`src/rtl/shader_pkg.sv`:
```
`default_nettype none
// ============================================================================
// Module : shader_pkg
// Brief  : Shared types and constants for the shader instruction fetch path.
// Rev    : 1.0 - initial release
// ============================================================================
package shader_pkg;

    localparam int MAX_WARPS = 16;

    // Opcode field and the opcode that terminates a warp
    localparam int         OPC_MSB = 31;
    localparam int         OPC_LSB = 27;
    localparam logic [4:0] OP_END  = 5'b11111;

    typedef logic [$clog2(MAX_WARPS)-1:0] warp_id_t;

    typedef struct packed {
        warp_id_t    warp;
        logic [31:0] instr;
    } ifetch_entry_t;

    typedef enum logic [1:0] {
        IDLE = 2'd0,
        REQ  = 2'd1,
        WAIT = 2'd2
    } ifetch_state_e;

    function automatic logic is_end_op(input logic [31:0] instr);
        return instr[OPC_MSB:OPC_LSB] == OP_END;
    endfunction

endpackage
`default_nettype wire

```
`src/rtl/shader_ifetch_fifo.sv`:
```
`default_nettype none
// ============================================================================
// Module : shader_ifetch_fifo
// Brief  : Show-ahead synchronous FIFO of fetched instructions with occupancy.
// Rev    : 1.0 - initial release
// ============================================================================
module shader_ifetch_fifo
    import shader_pkg::*;
#(
    parameter int DEPTH = 4
) (
    input  logic                     clk,
    input  logic                     rst_n,
    input  logic                     push,
    input  ifetch_entry_t            push_data,
    input  logic                     pop,
    output ifetch_entry_t            head,
    output logic                     empty,
    output logic [$clog2(DEPTH):0]   count
);

    localparam int              PTR_W   = $clog2(DEPTH);
    localparam logic [PTR_W:0]  c_DEPTH = (PTR_W+1)'(DEPTH);

    ifetch_entry_t    r_mem [DEPTH];
    logic [PTR_W-1:0] r_wr_ptr;
    logic [PTR_W-1:0] r_rd_ptr;
    logic [PTR_W:0]   r_count;
    logic             w_push;
    logic             w_pop;

    assign w_push = push && (r_count != c_DEPTH);
    assign w_pop  = pop && (r_count != '0);

    always_ff @(posedge clk) begin
        if (w_push) begin
            r_mem[r_wr_ptr] <= push_data;
        end
    end

    always_ff @(posedge clk or negedge rst_n) begin
        if (!rst_n) begin
            r_wr_ptr <= '0;
            r_rd_ptr <= '0;
            r_count  <= '0;
        end else begin
            if (w_push) begin
                r_wr_ptr <= r_wr_ptr + 1'b1;
            end
            if (w_pop) begin
                r_rd_ptr <= r_rd_ptr + 1'b1;
            end
            case ({w_push, w_pop})
                2'b10:   r_count <= r_count + 1'b1;
                2'b01:   r_count <= r_count - 1'b1;
                default: r_count <= r_count;
            endcase
        end
    end

    // Head forced to zero when empty so stale storage never leaks out
    assign empty = (r_count == '0);
    assign head  = empty ? '0 : r_mem[r_rd_ptr];
    assign count = r_count;

endmodule
`default_nettype wire

```
`src/rtl/shader_ifetch.sv`:
```
`default_nettype none
// ============================================================================
// Module : shader_ifetch
// Brief  : Round-robin per-warp instruction fetch with a show-ahead buffer.
//          Optional perf counters enabled by SHADER_IFETCH_PERF_EN.
// Rev    : 1.0 - initial release
// ============================================================================
module shader_ifetch
    import shader_pkg::*;
#(
    parameter int NUM_WARPS  = 16,
    parameter int FIFO_DEPTH = 4,
    parameter int PC_STEP    = 4
) (
    input  logic                         clk,
    input  logic                         rst_n,
    input  logic                         launch_valid,
    output logic                         launch_ready,
    input  logic [$clog2(NUM_WARPS)-1:0] launch_warp,
    input  logic [31:0]                  launch_pc,
    output logic                         imem_req,
    output logic [31:0]                  imem_addr,
    input  logic                         imem_gnt,
    input  logic                         imem_rvalid,
    input  logic [31:0]                  imem_rdata,
    output logic [31:0]                  instruction,
    output logic [$clog2(NUM_WARPS)-1:0] instr_warp,
    output logic                         instr_valid,
    input  logic                         instr_ready,
    output logic [NUM_WARPS-1:0]         active_warps,
    output logic                         busy,
    output logic [31:0]                  fetch_count,
    output logic [31:0]                  stall_cycles
);

    localparam int WARP_W = $clog2(NUM_WARPS);
    localparam int CNT_W  = $clog2(FIFO_DEPTH) + 1;

    ifetch_state_e     r_state;
    ifetch_state_e     w_state_next;
    logic [31:0]       w_pc [NUM_WARPS];
    logic [NUM_WARPS-1:0] w_active;
    logic [WARP_W-1:0] r_sel_warp;
    logic [WARP_W-1:0] r_last_served;
    logic [WARP_W-1:0] w_next_warp;
    logic [WARP_W-1:0] w_idx;
    logic              w_found;
    logic [31:0]       r_addr;
    logic [CNT_W-1:0]  w_fifo_count;
    logic              w_fifo_empty;
    ifetch_entry_t     w_push_data;
    ifetch_entry_t     w_head;
    logic              w_credit;
    logic              w_fetch_done;
    logic              w_is_end;
    logic              w_launch;
    logic              w_start_req;

    assign launch_ready = !w_active[launch_warp];
    assign w_launch     = launch_valid && launch_ready;
    // In IDLE nothing is outstanding, so one free slot covers the next fetch
    assign w_credit     = (w_fifo_count < CNT_W'(FIFO_DEPTH));
    assign w_fetch_done = (r_state == WAIT) && imem_rvalid;
    assign w_is_end     = is_end_op(imem_rdata);
    assign w_start_req  = (r_state == IDLE) && (w_state_next == REQ);

    // Round-robin pick: first active warp at or after last_served + 1
    always_comb begin
        w_next_warp = r_last_served;
        w_found     = 1'b0;
        w_idx       = '0;
        for (int i = 1; i <= NUM_WARPS; i++) begin
            w_idx = r_last_served + WARP_W'(i);
            if (!w_found && w_active[w_idx]) begin
                w_found     = 1'b1;
                w_next_warp = w_idx;
            end
        end
    end

    always_ff @(posedge clk or negedge rst_n) begin
        if (!rst_n) begin
            r_state <= IDLE;
        end else begin
            r_state <= w_state_next;
        end
    end

    always_comb begin
        w_state_next = r_state;
        case (r_state)
            IDLE:    if ((|w_active) && w_credit) w_state_next = REQ;
            REQ:     if (imem_gnt)                w_state_next = WAIT;
            WAIT:    if (imem_rvalid)             w_state_next = IDLE;
            default: w_state_next = IDLE;
        endcase
    end

    always_comb begin
        imem_req = (r_state == REQ);
        busy     = (|w_active) || !w_fifo_empty || (r_state != IDLE);
    end

    always_ff @(posedge clk or negedge rst_n) begin
        if (!rst_n) begin
            r_sel_warp    <= '0;
            r_addr        <= '0;
            r_last_served <= '0;
        end else begin
            if (w_start_req) begin
                r_sel_warp <= w_next_warp;
                r_addr     <= w_pc[w_next_warp];
            end
            if (w_fetch_done) begin
                r_last_served <= r_sel_warp;
            end
        end
    end

    // A launch only ever targets an inactive warp, so it cannot collide with
    // the fetch completion of the same entry
    for (genvar g = 0; g < NUM_WARPS; g++) begin : g_warp
        logic [31:0] r_pc;
        logic        r_act;

        always_ff @(posedge clk or negedge rst_n) begin
            if (!rst_n) begin
                r_pc  <= '0;
                r_act <= 1'b0;
            end else if (w_launch && (launch_warp == WARP_W'(g))) begin
                r_pc  <= launch_pc;
                r_act <= 1'b1;
            end else if (w_fetch_done && (r_sel_warp == WARP_W'(g))) begin
                r_pc <= r_pc + 32'(PC_STEP);
                if (w_is_end) begin
                    r_act <= 1'b0;
                end
            end
        end

        assign w_pc[g]     = r_pc;
        assign w_active[g] = r_act;
    end

    assign w_push_data = '{warp: warp_id_t'(r_sel_warp), instr: imem_rdata};

    shader_ifetch_fifo #(
        .DEPTH     (FIFO_DEPTH)
    ) u_fifo (
        .clk       (clk),
        .rst_n     (rst_n),
        .push      (w_fetch_done),
        .push_data (w_push_data),
        .pop       (instr_ready),
        .head      (w_head),
        .empty     (w_fifo_empty),
        .count     (w_fifo_count)
    );

    assign imem_addr    = r_addr;
    assign instruction  = w_head.instr;
    assign instr_warp   = w_head.warp[WARP_W-1:0];
    assign instr_valid  = !w_fifo_empty;
    assign active_warps = w_active;

`ifdef SHADER_IFETCH_PERF_EN
    logic [31:0] r_fetch_count;
    logic [31:0] r_stall_cycles;

    always_ff @(posedge clk or negedge rst_n) begin
        if (!rst_n) begin
            r_fetch_count  <= '0;
            r_stall_cycles <= '0;
        end else begin
            if (w_fetch_done) begin
                r_fetch_count <= r_fetch_count + 32'd1;
            end
            if (instr_valid && !instr_ready) begin
                r_stall_cycles <= r_stall_cycles + 32'd1;
            end
        end
    end

    assign fetch_count  = r_fetch_count;
    assign stall_cycles = r_stall_cycles;
`else
    assign fetch_count  = 32'h0;
    assign stall_cycles = 32'h0;
`endif

endmodule
`default_nettype wire

```
`config.mk`:
```
export PLATFORM = sky130hd
export DESIGN_NAME = shader_ifetch
export DESIGN_NICKNAME = d
export VERILOG_FILES = /design/src/rtl/shader_pkg.sv /design/src/rtl/shader_ifetch_fifo.sv /design/src/rtl/shader_ifetch.sv
export SDC_FILE = /design/constraint.sdc
export NUM_CORES = 2
export LEC_CHECK = 0
export CAP_MARGIN = 10
export CORE_MARGIN = 3
export CORE_UTILIZATION = 56
export CTS_BUF_LIST = sky130_fd_sc_hd__clkbuf_16
export DETAILED_ROUTE_END_ITERATION = 10
export DONT_BUFFER_PORTS = 1
export PLACE_DENSITY = 0.74
export REMOVE_ABC_BUFFERS = 1
export SKIP_CTS_REPAIR_TIMING = 1
export SLEW_MARGIN = 20
export SYNTH_ARGS = -nofsm -noshare
export SYNTH_HDL_FRONTEND = slang
export SYNTH_HIERARCHICAL = 1
export SYNTH_SLANG_ARGS = --single-unit
```
`constraint.sdc`:
```
create_clock -name clk -period 5.5 [get_ports clk]
set_input_delay 1.1 -clock clk [delete_from_list [all_inputs] [get_ports clk]]
set_output_delay 1.1 -clock clk [all_outputs]
set_load 0.1 [all_outputs]
```
==> summary.md <==
| Metric | Value |
|---|---|
| Startpoint type of the worst setup path | `flop` |
| Cell Area, Synth | `approximately 43000 sq um` |
| Fin nets | `between 4000 and 5000` |
| Layout area overhead | `8.01%` |
| Cts bufs inserted | `80` |
| Vias in the first global route | `about 34000` |
| Dpl ws | `between 0.2 and 0.25 ns` |
| Max-Cap Viols | `0` |
| Synth Register Bits | `about 720` |
| First-pass GRT wire length | `just over 200000 um` |
| Period utilisation layout | `roughly 96%` |
| Num Clock Sinks | `just over 700` |
| Core area | `between 70000 and 80000 sq um` |
| Syn. warnings | `6` |
| Worst Hold Class | `primary input to async pin` |
| WS Path Type | `flop to flop` |
| Simple-gate portion of the synthesized area | `about a fifth` |
| Die area | `between 70000 and 80000 sq um` |
| WP data arrival | `about 5.8 ns` |
| XOR/XNOR share of the synthesized area | `under 10%` |
| Row count | `100` |
| Antenna Nets Post-Route | `0` |
| DR vias | `roughly 35000` |
| Post-DP Area | `around 44000 sq um` |
| Drt first pass iters | `6` |
| DR WL/cell | `around 25 um` |
| Crit path cell chain | `clkinv_1, ha_2, buf_4, mux2_2, mux4_2, mux2_2, nand2b_1, or3_4, or3_1, nand3_4, nand2_2, buf_12, a211o_1, a32o_1, a311o_1` |
| Initial Util | `around 57%` |
| Worst Path Max Fanout | `22` |
| Largest net degree at the start of global routing | `roughly 580` |
| Asr flop ratio synth | `about four fifths` |
| Ports | `226` |
| Layout cells sized above 1 | `between 10 and 15%` |
| Synth top area share | `33.7%` |
| Filler Cell Count | `roughly 6100` |
| CTS tree | `yes` |
| Main combinational cell family by area after synthesis | `simple AND/OR/NAND/NOR gates` |
| DR iter-0 viols | `between 4000 and 5000` |
| Synth Area in Adders | `less than 1%` |
| RSZ-0062 raised after global routing | `no` |
| Prevailing post-synth register cell | `dfrtp_1` |
| Clk pin slew, worst setup/hold paths | `~0.060 ns` |
| Largest cells by area after synthesis | `dfrtp_1 34%, edfxtp_1 10%, mux4_2 5.3%` |
| Setup violation total in the final timing report | `0` |
| Top-count cell post-synth | `dfrtp_1` |
| Final worst slack | `between 0.2 and 0.25 ns` |
| Port Buf Inserts | `0` |
| Most used cell, CP | `mux2_2` |
| Final hold vios | `0` |
| Run status | `finished with violations` |
| Chip height | `282 um` |
| Violated checks | `slew limit` |
| GRT Util Overall | `34.1%` |
| Crit-path slowest cell | `mux4_2` |
| Dominant cell type by area after synthesis | `dfrtp_1` |
| Synth cell count leaders | `577 x dfrtp_1, 528 x nor2_1, 430 x nand2_1` |
| Worst slew margin | `-79.1%` |
| Post-synthesis compound-gate area fraction | `11.8%` |
| DR vias/cell | `6.46` |
| Post-Route WL | `~140000 um` |
| Slew @ Worst Pin | `2.69 ns` |
| Avg Cell Area, Syn | `9.36 sq um` |
| Clock Tree Root | `clkbuf_16` |
| Initial antenna violation count | `0` |
| RePlAce Congestion | `slightly below 1` |
| Post-Synthesis Cells | `4575` |
| Post-DP HPWL | `roughly 95000 um` |
| Max clock buf depth | `3` |
| Worst r2r path cells | `15` |
| Period minus WS final | `5.29 ns` |
| Seq/Total Area, Yosys | `between 40% and 50%` |
| Setup_tns | `0 ns` |
| Kind of end point of the critical path | `flop` |
| Remaining Overflow, GRT | `0` |
| Post-synthesis mux area share | `under 10%` |
| Max Clock Freq | `between 150 and 200 MHz` |
| H-tree depth | `3` |
| Die width | `between 200 and 300 um` |
| Final-report max-slew violation count | `481` |
| Clk_skew | `approximately 0.031 ns` |
| Layout Cell Area excl Fill | `~46000 sq um` |
| EDFF count, synth | `144` |
| Worst skew pair latency | `around 0.66 ns` |
| Crit-path max cell delay | `0.52 ns` |
| Synth cell types | `74` |
| DRC Markers | `0` |
| Crit path required time | `a little over 6 ns` |
## kinds of logic (layout without fill, tap and decap cells)
| kind of cell | count (synthesis) | count (layout) |
|---|---|---|
| AO/OA/AOI/OAI | 848 | 848 |
| XOR/XNOR | 482 | 482 |
| adder cells (fa/ha/maj) | 30 | 30 |
| buffers and inverters | 511 | 380 |
| flip-flops | 721 | 721 |
| multiplexers | 257 | 257 |
| other | 1 | 65 |
| AND/OR/NAND/NOR | 1725 | 1725 |
## worst max-delay path: cells and delay by family, from the launching register on
family,cells,cell delay [ns]
simple gates,5,1.54
mux,3,1.29
compound gates,3,0.86
buf+inv,3,0.64
fa+ha+maj,1,0.44
flops,1,0.39
## final timing paths
| kind | start | end | slack (ns) |
|---|---|---|---|
| worst min-delay path | rst_n | g_warp[5].r_pc[29] | 0.16 |
| worst max register to register | r_last_served[1] | imem_addr[1] | 0.21 |
| min in group clk | g_warp[2].r_pc[0] | g_warp[2].r_pc[0] | 0.50 |
| worst max-delay path | r_last_served[1] | imem_addr[1] | 0.21 |
| max in group asynchronous | rst_n | imem_addr[12] | 3.21 |
| worst min register to register | g_warp[2].r_pc[0] | g_warp[2].r_pc[0] | 0.50 |
## per-layer routing
layer,vias to the layer above,routed length (um),GRT usage (%)
met1,17375,54100,47.9
li1,15717,-,-
met5,-,0,0
met3,278,17300,9.30
met4,0,4460,11.1
met2,1985,60900,51.5
## flip-flops by register name, summed over array words and instances (netlist names), 3 cells and up
signal	count
g_warp.r_pc	512
imem_addr	32
u_fifo/r_mem	144
r_last_served	4
r_sel_warp	4
g_warp.r_act	16
u_fifo/count	3
## cell usage in the layout, fill, tap and decap left out, types with 126 or more instances in the layout
cell,instances
nand2_1,417
xnor2_1,234
nor2_1,527
nand3_1,322
o21ai_0,207
a21oi_1,387
xor2_1,248
edfxtp_1,144
dfrtp_1,571
and3_1,126
## area by class of cell
class	instances	area, sq um	share of cell area [%]
clock buffer	80	2000	4.33
tap	969	1210	2.62
antenna	1	2.50	0.00541
inverter	98	368	0.796
timing repair buffer	135	1250	2.71
clock inverter	67	571	1.23
multi-input combinational	3406	22100	47.7
sequential	721	18800	40.6
## through the flow
step | hold WS, ns | cells | util (%)
final | 0.161 | 5477 | 61.6
after global routing | 0.158 | 5476 | 61.6
after CTS | 0.138 | 5476 | 61.6
after detailed placement | 0.482 | 5329 | 58.1
after global placement | 0.480 | 5329 | 58.1
after floorplan | 0.461 | 4225 | -
Power is left out: the tool's default activity adds up to more than one toggle a clock period on the data nets, which glitch-free logic cannot reach.
==> RTL edit: new RTL, config.mk and constraints unchanged <==
Change the parameter `FIFO_DEPTH` from 4 to 2.
--- a/src/rtl/shader_ifetch.sv
+++ b/src/rtl/shader_ifetch.sv
@@ -10,5 +10,5 @@
 #(
     parameter int NUM_WARPS  = 16,
-    parameter int FIFO_DEPTH = 4,
+    parameter int FIFO_DEPTH = 2,
     parameter int PC_STEP    = 4
 ) (
Behaviour: same outputs for any inputs over 4 cycles, from zero or initial values and one cycle with rst_n low; that may be too few to reach the edited logic, so the function may still have changed.
==> RTL edit against the unedited design <==
The run still ends with max-slew violations left. Non-clock buffer count is 39 lower. Highest routed layer is now met5. Sequential cell count fell by 75. Routed wire length down 17%. Setup slack worse by 0.0042 ns. Critical path depth is 4 higher. Critical path type unchanged. Final cell count fell by 6.2%. Design area shrank 9.1%. Largest cell class unchanged. Area after synthesis shrank 8.6%. Maximum frequency is essentially flat. Sequential share of layout area fell by 1.3 points.
Power is left out: the tool's default activity adds up to more than one toggle a clock period on the data nets, which glitch-free logic cannot reach.
==> RTL edit: results (changes against the unedited design) <==
| Metric | This run | Unit | Change |
|---|---|---|---|
| Clock Skews | 0.0291 | ns | -0.00148 ns |
| Unique masters post-synth | 91 | - | +23% |
| Most used standard cells in the synthesized netlist | nand2_1, dfrtp_1, nor2_1, a21oi_1, xor2_1 | - |  |
| Final Slew Violations | 347 | - | -28% |
| Clock insertion delay at the later pin of the skew report | 0.63 | ns | -0.03 ns |
| Detailed-routing wirelength on met1 | 47700 | um | -12% |
| Total met3 wirelength after detailed routing | 11100 | um | -36% |
| Reg2reg setup slack | 0.21 | ns |  |
| Detailed placement HPWL | 80200 | um | -15% |
| Number of flops mapped to enable cells by yosys | 72 | - | -50% |
| Slowest stage cell on the critical path | or4_1 | - |  |
| Library cell with the highest instance count after synthesis | nand2_1 | - |  |
| Initial antenna violation count | 3 | - | +3 |
| First-pass GRT wire length | 175000 | um | -16% |
| Final net count | 4246 | - | -6.6% |
| Transition time at the pin with the least slew margin | 2.02 | ns | -0.664 ns |
| Critical path's largest stage delay | 0.66 | ns | +0.14 ns |
| Aggregate global-route resource usage | 30.4 | % | -3.7 points |
| Met2 routed WL | 50200 | um | -18% |
| Run status | complete, but fails checks | - |  |
| Asr flop ratio synth | 88.9 | % | +8.8 points |
| Fraction of final layout cells with drive strength greater than 1 | 10.7 | % | -0.44 points |
| WL final | 113000 | um | -17% |
| Syn Inst Count | 4271 | - | -6.6% |
| Max layer used | met5 | - |  |
| Sequential area share after synthesis | 42.2 | % | -1.6 points |
| Average vias per placed instance | 6.09 | - | -5.7% |
| Pre-CTS WS | 0.235 | ns | +0.00918 ns |
| DRC violation total after the first TritonRoute iteration | 3558 | - | -27% |
| Leading cell types by total area after synthesis | dfrtp_1, xor2_1, edfxtp_1 | - |  |
| Via count of the first global-routing pass | 30.2k | - | -10% |
| Maximum clock frequency | 189 | MHz | about the same |
| Antenna diode count | 0 | - | -1 |
| Hold slack final | 0.195 | ns | +0.0340 ns |
| Worst path arrival time | 5.75 | ns | -0.07 ns |
| Largest net degree at the start of global routing | 575 | - | -0.52% |
| Violated checks | max-slew violations | - |  |
| Max Fanout on Critical Path | 24 | - | +9.1% |
| Initial DRT Pass Iterations | 8 | - | +2 |
| Final weighted congestion in routability-driven placement | 0.997 | - | +1.4% |
| Multi-input logic area | 20900 | sq um | -5.1% |
RTL edit: worst register-to-register path: stages (launching register included):
cell,delay [ns]
dfrtp_1,0.34
inv_1,0.09
ha_1,0.29
buf_4,0.26
buf_4,0.24
mux4_2,0.37
inv_1,0.07
mux4_2,0.32
nand2_1,0.10
or4_1,0.66
nor3_4,0.33
nand2_2,0.15
a32oi_4,0.39
nand2_4,0.27
buf_12,0.27
nand3_1,0.10
buf_4,0.29
o21ai_1,0.12
a211oi_1,0.32
o211ai_1,0.16
RTL edit: path summary, 6_finish.rpt:
path,from,endpoint,cells after the start
worst max-delay path,r_last_served[1],imem_addr[7],19
worst min-delay path,rst_n,g_warp[13].r_pc[25],0
worst max register to register,r_last_served[1],imem_addr[7],19
worst min register to register,g_warp[11].r_pc[1],g_warp[11].r_pc[1],1
max in group asynchronous,rst_n,u_fifo/r_rd_ptr,0
min in group clk,g_warp[11].r_pc[1],g_warp[11].r_pc[1],1
RTL edit: area by class of cell:
type,instances,area share (%)
sequential,646,39.3
inverter,48,0.429
multi-input combinational,3282,49.8
timing repair buffer,96,1.92
clock inverter,57,1.16
tap,931,2.77
clock buffer,77,4.58
RTL edit: layer usage:
layer | GRT usage [%] | up-vias
li1 | - | 14408
met2 | 46.3 | 1383
met5 | 0 | -
met3 | 6.55 | 229
met1 | 43.1 | 15241
met4 | 10.7 | 2
RTL edit: kinds of logic (layout without fill, tap and decap cells):
family / count (synthesis) / in the layout / share of synthesized area, %
AO/OA/AOI/OAI: 747 / 747 / 10.9
XOR/XNOR: 482 / 482 / 10.8
adder cells (fa/ha/maj): 25 / 25 / 0.799
buffers and inverters: 407 / 278 / 5.33
flip-flops: 646 / 646 / 42.2
multiplexers: 270 / 270 / 10.2
other: 1 / 64 / 0.00958
AND/OR/NAND/NOR: 1693 / 1694 / 19.7
